--- src/rtl/debug_pkg.sv ---
// Shared constants for the debug step controller: command bytes, report header,
// status bit positions and the controller state encoding.
package debug_pkg;

  localparam logic [7:0] CMD_RUN  = 8'h63;  // 'c'
  localparam logic [7:0] CMD_STEP = 8'h73;  // 's'
  localparam logic [7:0] CMD_RST  = 8'h72;  // 'r'
  localparam logic [7:0] CMD_PEEK = 8'h70;  // 'p'

  localparam logic [7:0] HDR_DEFAULT = 8'hA5;

  localparam int ST_HALT = 0;
  localparam int ST_HOST = 1;
  localparam int ST_TMO  = 2;

  localparam logic [2:0] ENC_IDLE = 3'd0;
  localparam logic [2:0] ENC_RUN  = 3'd1;
  localparam logic [2:0] ENC_STEP = 3'd2;
  localparam logic [2:0] ENC_RST  = 3'd3;
  localparam logic [2:0] ENC_SEND = 3'd4;

  typedef enum logic [2:0] {
    S_IDLE = ENC_IDLE,
    S_RUN  = ENC_RUN,
    S_STEP = ENC_STEP,
    S_RST  = ENC_RST,
    S_SEND = ENC_SEND
  } dbg_state_e;

endpackage

--- src/rtl/debug_report_serializer.sv ---
// Parallel-load byte serializer for the status report. The first byte is
// presented straight from the top of the shift register, so tx_data is a flop.
module debug_report_serializer #(
  parameter int CYC_W = 16
) (
  input  logic             clk,
  input  logic             reset,
  input  logic             start,
  input  logic [7:0]       hdr,
  input  logic [7:0]       status,
  input  logic [7:0]       pc,
  input  logic [CYC_W-1:0] cycles,
  input  logic             tx_ready,
  output logic [7:0]       tx_data,
  output logic             tx_valid,
  output logic             done
);

  localparam int NB = 3 + CYC_W / 8;
  localparam int SW = 8 * NB;

  logic [SW-1:0] shreg_q;
  logic [3:0]    left_q;  // bytes still queued behind the one on tx_data

  assign tx_data = shreg_q[SW-1 -: 8];
  assign done    = tx_valid && tx_ready && (left_q == 4'd0);

  always_ff @(posedge clk) begin
    if (reset) begin
      shreg_q  <= '0;
      left_q   <= '0;
      tx_valid <= 1'b0;
    end else if (start) begin
      shreg_q  <= {hdr, status, pc, cycles};
      left_q   <= 4'(NB - 1);
      tx_valid <= 1'b1;
    end else if (tx_valid && tx_ready) begin
      shreg_q <= {shreg_q[SW-9:0], 8'h00};
      if (left_q == 4'd0) tx_valid <= 1'b0;
      else                left_q   <= left_q - 4'd1;
    end
  end

endmodule

--- src/rtl/debug_step_controller.sv ---
// Host-side debug stepping controller: decodes UART command bytes, drives the
// pipeline enable/reset, and returns a status/PC/cycle report after each command.
module debug_step_controller
  import debug_pkg::*;
#(
  parameter int               PC_W      = 8,
  parameter int               CYC_W     = 16,
  parameter logic [CYC_W-1:0] RUN_LIMIT = CYC_W'(16'hFFFF),
  parameter logic [7:0]       HDR       = HDR_DEFAULT
) (
  input  logic            clk,
  input  logic            reset,
  input  logic [7:0]      rx_data,
  input  logic            rx_valid,
  output logic            rx_ready,
  output logic [7:0]      tx_data,
  output logic            tx_valid,
  input  logic            tx_ready,
  input  logic [PC_W-1:0] pc_value,
  input  logic            halt_seen,
  output logic            enable_debug,
  output logic            reset_debug
);

  // Handshakes: a byte moves on a rising edge where valid && ready are both high;
  // the sender holds data stable while valid is high and ready is low.

  dbg_state_e       state_q, state_d;
  logic [CYC_W-1:0] cyc_q, cyc_d, run_q, run_d, cyc_snap_q;
  logic [PC_W-1:0]  pc_snap_q;
  logic [2:0]       status_q, status_d;
  logic             start_q, rx_fire, enter_send, ser_done;

  assign rx_fire    = rx_valid && rx_ready;
  assign enter_send = (state_d == S_SEND) && (state_q != S_SEND);

  always_comb begin
    state_d  = state_q;
    status_d = status_q;
    run_d    = run_q;
    cyc_d    = cyc_q;
    unique case (state_q)
      S_IDLE: begin
        if (rx_fire) begin
          status_d = '0;
          case (rx_data)
            CMD_RUN: begin
              run_d = '0;
              if (halt_seen) begin
                status_d[ST_HALT] = 1'b1;
                state_d           = S_SEND;
              end else begin
                state_d = S_RUN;
              end
            end
            CMD_STEP: state_d = S_STEP;
            CMD_RST:  state_d = S_RST;
            CMD_PEEK: state_d = S_SEND;
            default:  state_d = S_IDLE;
          endcase
        end
      end
      S_STEP: begin
        cyc_d   = cyc_q + 1'b1;
        state_d = S_SEND;
      end
      S_RUN: begin
        // Every RUN cycle was enabled, including the one on which we stop.
        cyc_d   = cyc_q + 1'b1;
        run_d   = run_q + 1'b1;
        state_d = S_SEND;
        if (halt_seen)                       status_d[ST_HALT] = 1'b1;
        else if (rx_fire)                    status_d[ST_HOST] = 1'b1;
        else if (run_q == RUN_LIMIT - 1'b1)  status_d[ST_TMO]  = 1'b1;
        else                                 state_d           = S_RUN;
      end
      S_RST: begin
        cyc_d    = '0;
        status_d = '0;
        state_d  = S_SEND;
      end
      S_SEND: begin
        if (ser_done) state_d = S_IDLE;
      end
      default: state_d = S_IDLE;
    endcase
  end

  // Outputs are registered from the next state so they line up with it exactly.
  always_ff @(posedge clk) begin
    if (reset) begin
      state_q      <= S_IDLE;
      status_q     <= '0;
      cyc_q        <= '0;
      run_q        <= '0;
      cyc_snap_q   <= '0;
      pc_snap_q    <= '0;
      start_q      <= 1'b0;
      enable_debug <= 1'b0;
      reset_debug  <= 1'b0;
      rx_ready     <= 1'b1;
    end else begin
      state_q      <= state_d;
      status_q     <= status_d;
      cyc_q        <= cyc_d;
      run_q        <= run_d;
      start_q      <= enter_send;
      enable_debug <= (state_d == S_RUN) || (state_d == S_STEP);
      reset_debug  <= (state_d == S_RST);
      rx_ready     <= (state_d == S_IDLE) || (state_d == S_RUN);
      if (enter_send) begin
        pc_snap_q  <= pc_value;
        cyc_snap_q <= cyc_d;
      end
    end
  end

  debug_report_serializer #(.CYC_W(CYC_W)) u_ser (
    .clk      (clk),
    .reset    (reset),
    .start    (start_q),
    .hdr      (HDR),
    .status   ({5'b0, status_q}),
    .pc       (8'(pc_snap_q)),
    .cycles   (cyc_snap_q),
    .tx_ready (tx_ready),
    .tx_data  (tx_data),
    .tx_valid (tx_valid),
    .done     (ser_done)
  );

endmodule
--- config.mk ---
export PLATFORM = sky130hd
export DESIGN_NAME = debug_step_controller
export DESIGN_NICKNAME = d
export VERILOG_FILES = /design/src/rtl/debug_pkg.sv /design/src/rtl/debug_report_serializer.sv /design/src/rtl/debug_step_controller.sv
export SDC_FILE = /design/constraint.sdc
export NUM_CORES = 1
export LEC_CHECK = 0
export BUFFER_PORTS_ARGS = -buffer_cell sky130_fd_sc_hd__buf_2
export CAP_MARGIN = 20
export CORE_MARGIN = 2
export CORE_UTILIZATION = 35
export CTS_BUF_LIST = sky130_fd_sc_hd__clkbuf_2
export CTS_CLUSTER_SIZE = 40
export DETAILED_ROUTE_END_ITERATION = 6
export PLACE_DENSITY = 0.55
export RECOVER_POWER = 100
export SLEW_MARGIN = 10
export SYNTH_ARGS = -nofsm -noshare
export SYNTH_HDL_FRONTEND = slang
export SYNTH_SLANG_ARGS = --single-unit
--- constraint.sdc ---
create_clock -name clk -period 2.75 [get_ports clk]
set_clock_uncertainty 0.15 [all_clocks]
set_input_delay 0.1375 -clock clk [delete_from_list [all_inputs] [get_ports clk]]
set_output_delay 0.1375 -clock clk [all_outputs]
set_load 0.01 [all_outputs]
==> flow_metrics.py <==
metrics = {
    "grt": {
        "grt_pass1_wl_mm": 18.7,
        "grt_max_degree": 44,
        "grt_pass1_vias": 3830,
        "antenna_found_initial": 2,
        "grt_overflow": 0,
        "grt.total_usage_pct": 15.9,
    },
    "finish": {
        "stdcell_count": 832,
        "nets": 671,
        "layout-drive-gt1-share_pct": 8.62,
        "finalCoreUtilization_pct": 40.0,
        "design_area_um2": 5530,
        "nFillCells": 1430,
        "area_growth_pct": 12.2,
    },
    "clocking": {
        "numCtsBuffers": 9,
        "clockBufferDepth": 2,
        "clock_latency_ns": 0.64,
        "cts.sinks": 111,
        "htreeDepth": 3,
        "root_buffer": "clkbuf_2",
        "path_clk_slew_ns": 0.32,
        "tritoncts": "done",
    },
    "placed_design": {
        "dpl_cell_area_um2": 5180,
        "gp_congestion": 0.854,
        "numPortBuffers": 32,
        "placed_cells": 790,
        "dpl.hpwl_mm": 7.73,
    },
    "sta": {
        "tns_ns": 0,
        "tightest_slew_ns": 1.42,
        "rsz0062_at_grt": "false",
        "period_minus_slack_ns": 2.59,
        "fin_crit_sh_pct": 94.0,
        "max_freq_ghz": 0.387,
        "slew_violations": 0,
        "hold_viol": 0,
        "finalSetupViolCount": 0,
        "relSlewSlack_pct": 5.36,
    },
    "logic_synthesis": {
        "ys.flop_type": "dfxtp_1",
        "yosysSeqAreaShare_pct": 45.1,
        "syn_nets": 639,
        "syn_area_per_cell_um2": 8.05,
        "synth_cells": 613,
        "syn-cell-area_um2": 4930,
        "yosysWarnings": 0,
        "ys_async_sr_fraction_pct": 0,
        "yosys_register_bits": 111,
        "synth_edf_count": 0,
        "yosysUniqueCellTypes": 52,
    },
    "critical_path": {
        "worst_ep_required_time_ns": 3.16,
        "cp_num_buf_inv": 2,
        "critPathCaptureType": "flop",
        "path_common_cell": "or3_1",
        "crit_type": "flop to flop",
        "r2r_cells": 6,
        "path_cells": "or3_1, or3_1, clkbuf_1, or2_2, dlygate4sd3_1, a21o_1",
        "path_max_fanout": 7,
        "critical_path.startpoint_type": "flop",
        "crit_cells": 6,
        "cp_slowest_stage_delay_ns": 0.59,
        "crit_family": "simple AND/OR/NAND/NOR gates",
        "cp.arrival_ns": 3.00,
        "cp_slowest_cell": "dlygate4sd3_1",
    },
    "routing": {
        "dr.pass1.iters": 5,
        "met3_length_um": 423,
        "drc": 0,
        "wl_met2_mm": 5.20,
        "drtIter0Drc": 241,
        "vias": 4144,
        "ant_nets": 0,
        "wl_met1_mm": 5.62,
        "wl_per_cell_um": 13.7,
        "via_per_inst": 4.98,
        "routed.top_layer": "met4",
        "wirelength_mm": 11.4,
    },
    "flow_run": {
        "maxCapViolCount": 0,
    },
    "die": {
        "coreArea_um2": 13800,
        "dieArea_um2": 15100,
        "die_x_um": 123,
        "rows": 43,
        "die_h_um": 123,
        "initial_utilization_pct": 35.7,
        "ios": 33,
    },
    "min_path": {
        "hold_path_depth": 4,
        "hp-class": "input port to flop",
    },
    "pwr": {
        "p_leak_nw": 1.97,
        "power_density_nw_per_um2": 471,
        "vdd.ir_drop.worst_uv": 200,
        "report.power.total_w": 0.00261,
    },
    "status": {
        "status": "finished clean",
    },
}
worst paths after layout:
kind | start | slack, ns | end
setup / recovery | state_q[0] | 0.16 | rx_ready
hold / removal | pc_value[4] | 0.10 | pc_snap_q[4]
setup reg to reg | state_q[0] | 0.16 | rx_ready
hold reg to reg | u_ser.shreg_q[21] | 0.32 | u_ser.shreg_q[29]
layer usage:
layer  global-route usage, %  up-vias
li1                        -     2151
met1                    21.2     1898
met2                    25.1       84
met3                    4.23       11
met4                    4.81        0
met5                       0        -
timing repair:
item                                    in CTS  in global routing
gates resized for setup                      0                  1
hold endpoints to repair                    60                  0
hold buffers                                24                  0
setup buffers                                0                  0
endpoints found under the setup margin       0                  1
registers in the layout (all words and copies together) (netlist names), 3 cells and up:
register / count
u_ser.left_q: 4
pc_snap_q: 8
cyc_snap_q: 16
status_q: 3
cyc_q: 16
run_q: 16
state_q: 3
u_ser.shreg_q: 40
synth_stat cells (all sizes together) (2+ instances only):
| cell type | instances | area share (%) |
|---|---|---|
| a211oi | 8 | 1.2 |
| a21o | 2 | 0.30 |
| a21oi | 72 | 7.3 |
| a31oi | 9 | 1.1 |
| and2 | 6 | 0.76 |
| and3 | 10 | 1.3 |
| and4 | 4 | 0.71 |
| buf | 20 | 2.5 |
| clkbuf | 26 | 2.0 |
| dfxtp | 111 | 45 |
| ha | 5 | 1.3 |
| inv | 16 | 1.2 |
| mux2 | 11 | 2.7 |
| mux2i | 11 | 2.2 |
| nand2 | 112 | 8.5 |
| nand2b | 2 | 0.25 |
| nand3 | 14 | 1.4 |
| nand3b | 2 | 0.30 |
| nand4 | 14 | 1.8 |
| nor2 | 75 | 5.7 |
| nor2b | 11 | 1.4 |
| nor3 | 9 | 0.91 |
| nor3b | 3 | 0.46 |
| nor4 | 6 | 0.76 |
| o21a | 2 | 0.30 |
| o21ai | 7 | 0.71 |
| o221ai | 4 | 0.71 |
| o31ai | 2 | 0.30 |
| or2 | 2 | 0.25 |
| or3 | 3 | 0.38 |
| xnor2 | 17 | 3.0 |
| xor2 | 2 | 0.36 |
cell type report:
class | instances | area, µm² | area share (%)
diodes | 2 | 5.00 | 0.0905
clock buffers | 9 | 45.0 | 0.814
clock inverters | 7 | 108 | 1.94
inverters | 16 | 60.1 | 1.09
multi-input cells | 440 | 2420 | 43.7
flip-flops and latches | 111 | 2220 | 40.2
well taps | 180 | 225 | 4.07
repair buffers | 67 | 450 | 8.14
where the power goes:
group          internal, W  leakage, nW  total (W)  switching (W)
Combinational    0.0000433        0.996  0.0000978      0.0000545
Clock             0.000314       0.0844   0.000887       0.000573
Sequential         0.00162        0.894    0.00162     0.00000167
Total              0.00198         1.97    0.00261       0.000629
layout by cell type, fill, tap and decap left out, types with 3 or more instances in the layout:
cell type | netlist | routed
nand2_1 | 112 | 112
dfxtp_1 | 111 | 111
nor2_1 | 75 | 75
a21oi_1 | 72 | 72
dlygate4sd3_1 | 0 | 24
buf_2 | 3 | 20
xnor2_1 | 17 | 17
inv_1 | 16 | 16
clkbuf_1 | 26 | 16
nand4_1 | 14 | 14
nand3_1 | 14 | 14
nor2b_1 | 11 | 11
mux2i_1 | 11 | 11
and3_1 | 10 | 10
clkbuf_2 | 0 | 10
nor3_1 | 9 | 9
a31oi_1 | 9 | 9
mux2_2 | 9 | 9
a211oi_1 | 8 | 8
nor4_1 | 6 | 6
o21ai_0 | 5 | 6
buf_4 | 8 | 6
ha_1 | 5 | 5
and4_1 | 4 | 4
and2_1 | 6 | 4
o221ai_1 | 4 | 4
nor3b_1 | 3 | 3
or3_1 | 3 | 3
worst reg2reg max path, stage by stage, from the launching register on:
cell and delay [ns]:
dfxtp_1 0.44, or3_1 0.35, or3_1 0.33, clkbuf_1 0.18
or2_2 0.34, dlygate4sd3_1 0.59, a21o_1 0.16
metrics by stage:
stage / hold WS (ns) / worst slack (ns)
6_report: 0.100 / 0.164
3_5_place_dp: 0.219 / 0.207
5_1_grt: 0.00116 / 0.0460
2_1_floorplan: 0.0651 / 0.328
4_1_cts: 0.00443 / 0.146
3_3_place_gp: 0.217 / 0.247
kinds of logic after synthesis:
group,after synthesis,synth area share (%)
buf+inv,62,5.71
simple gates,278,25.8
compound gates,116,13.9
fa+ha+maj,5,1.27
flops,111,45.1
mux,22,4.90
xor+xnor,19,3.37
Note: power is estimated with default switching activity, not from simulation.
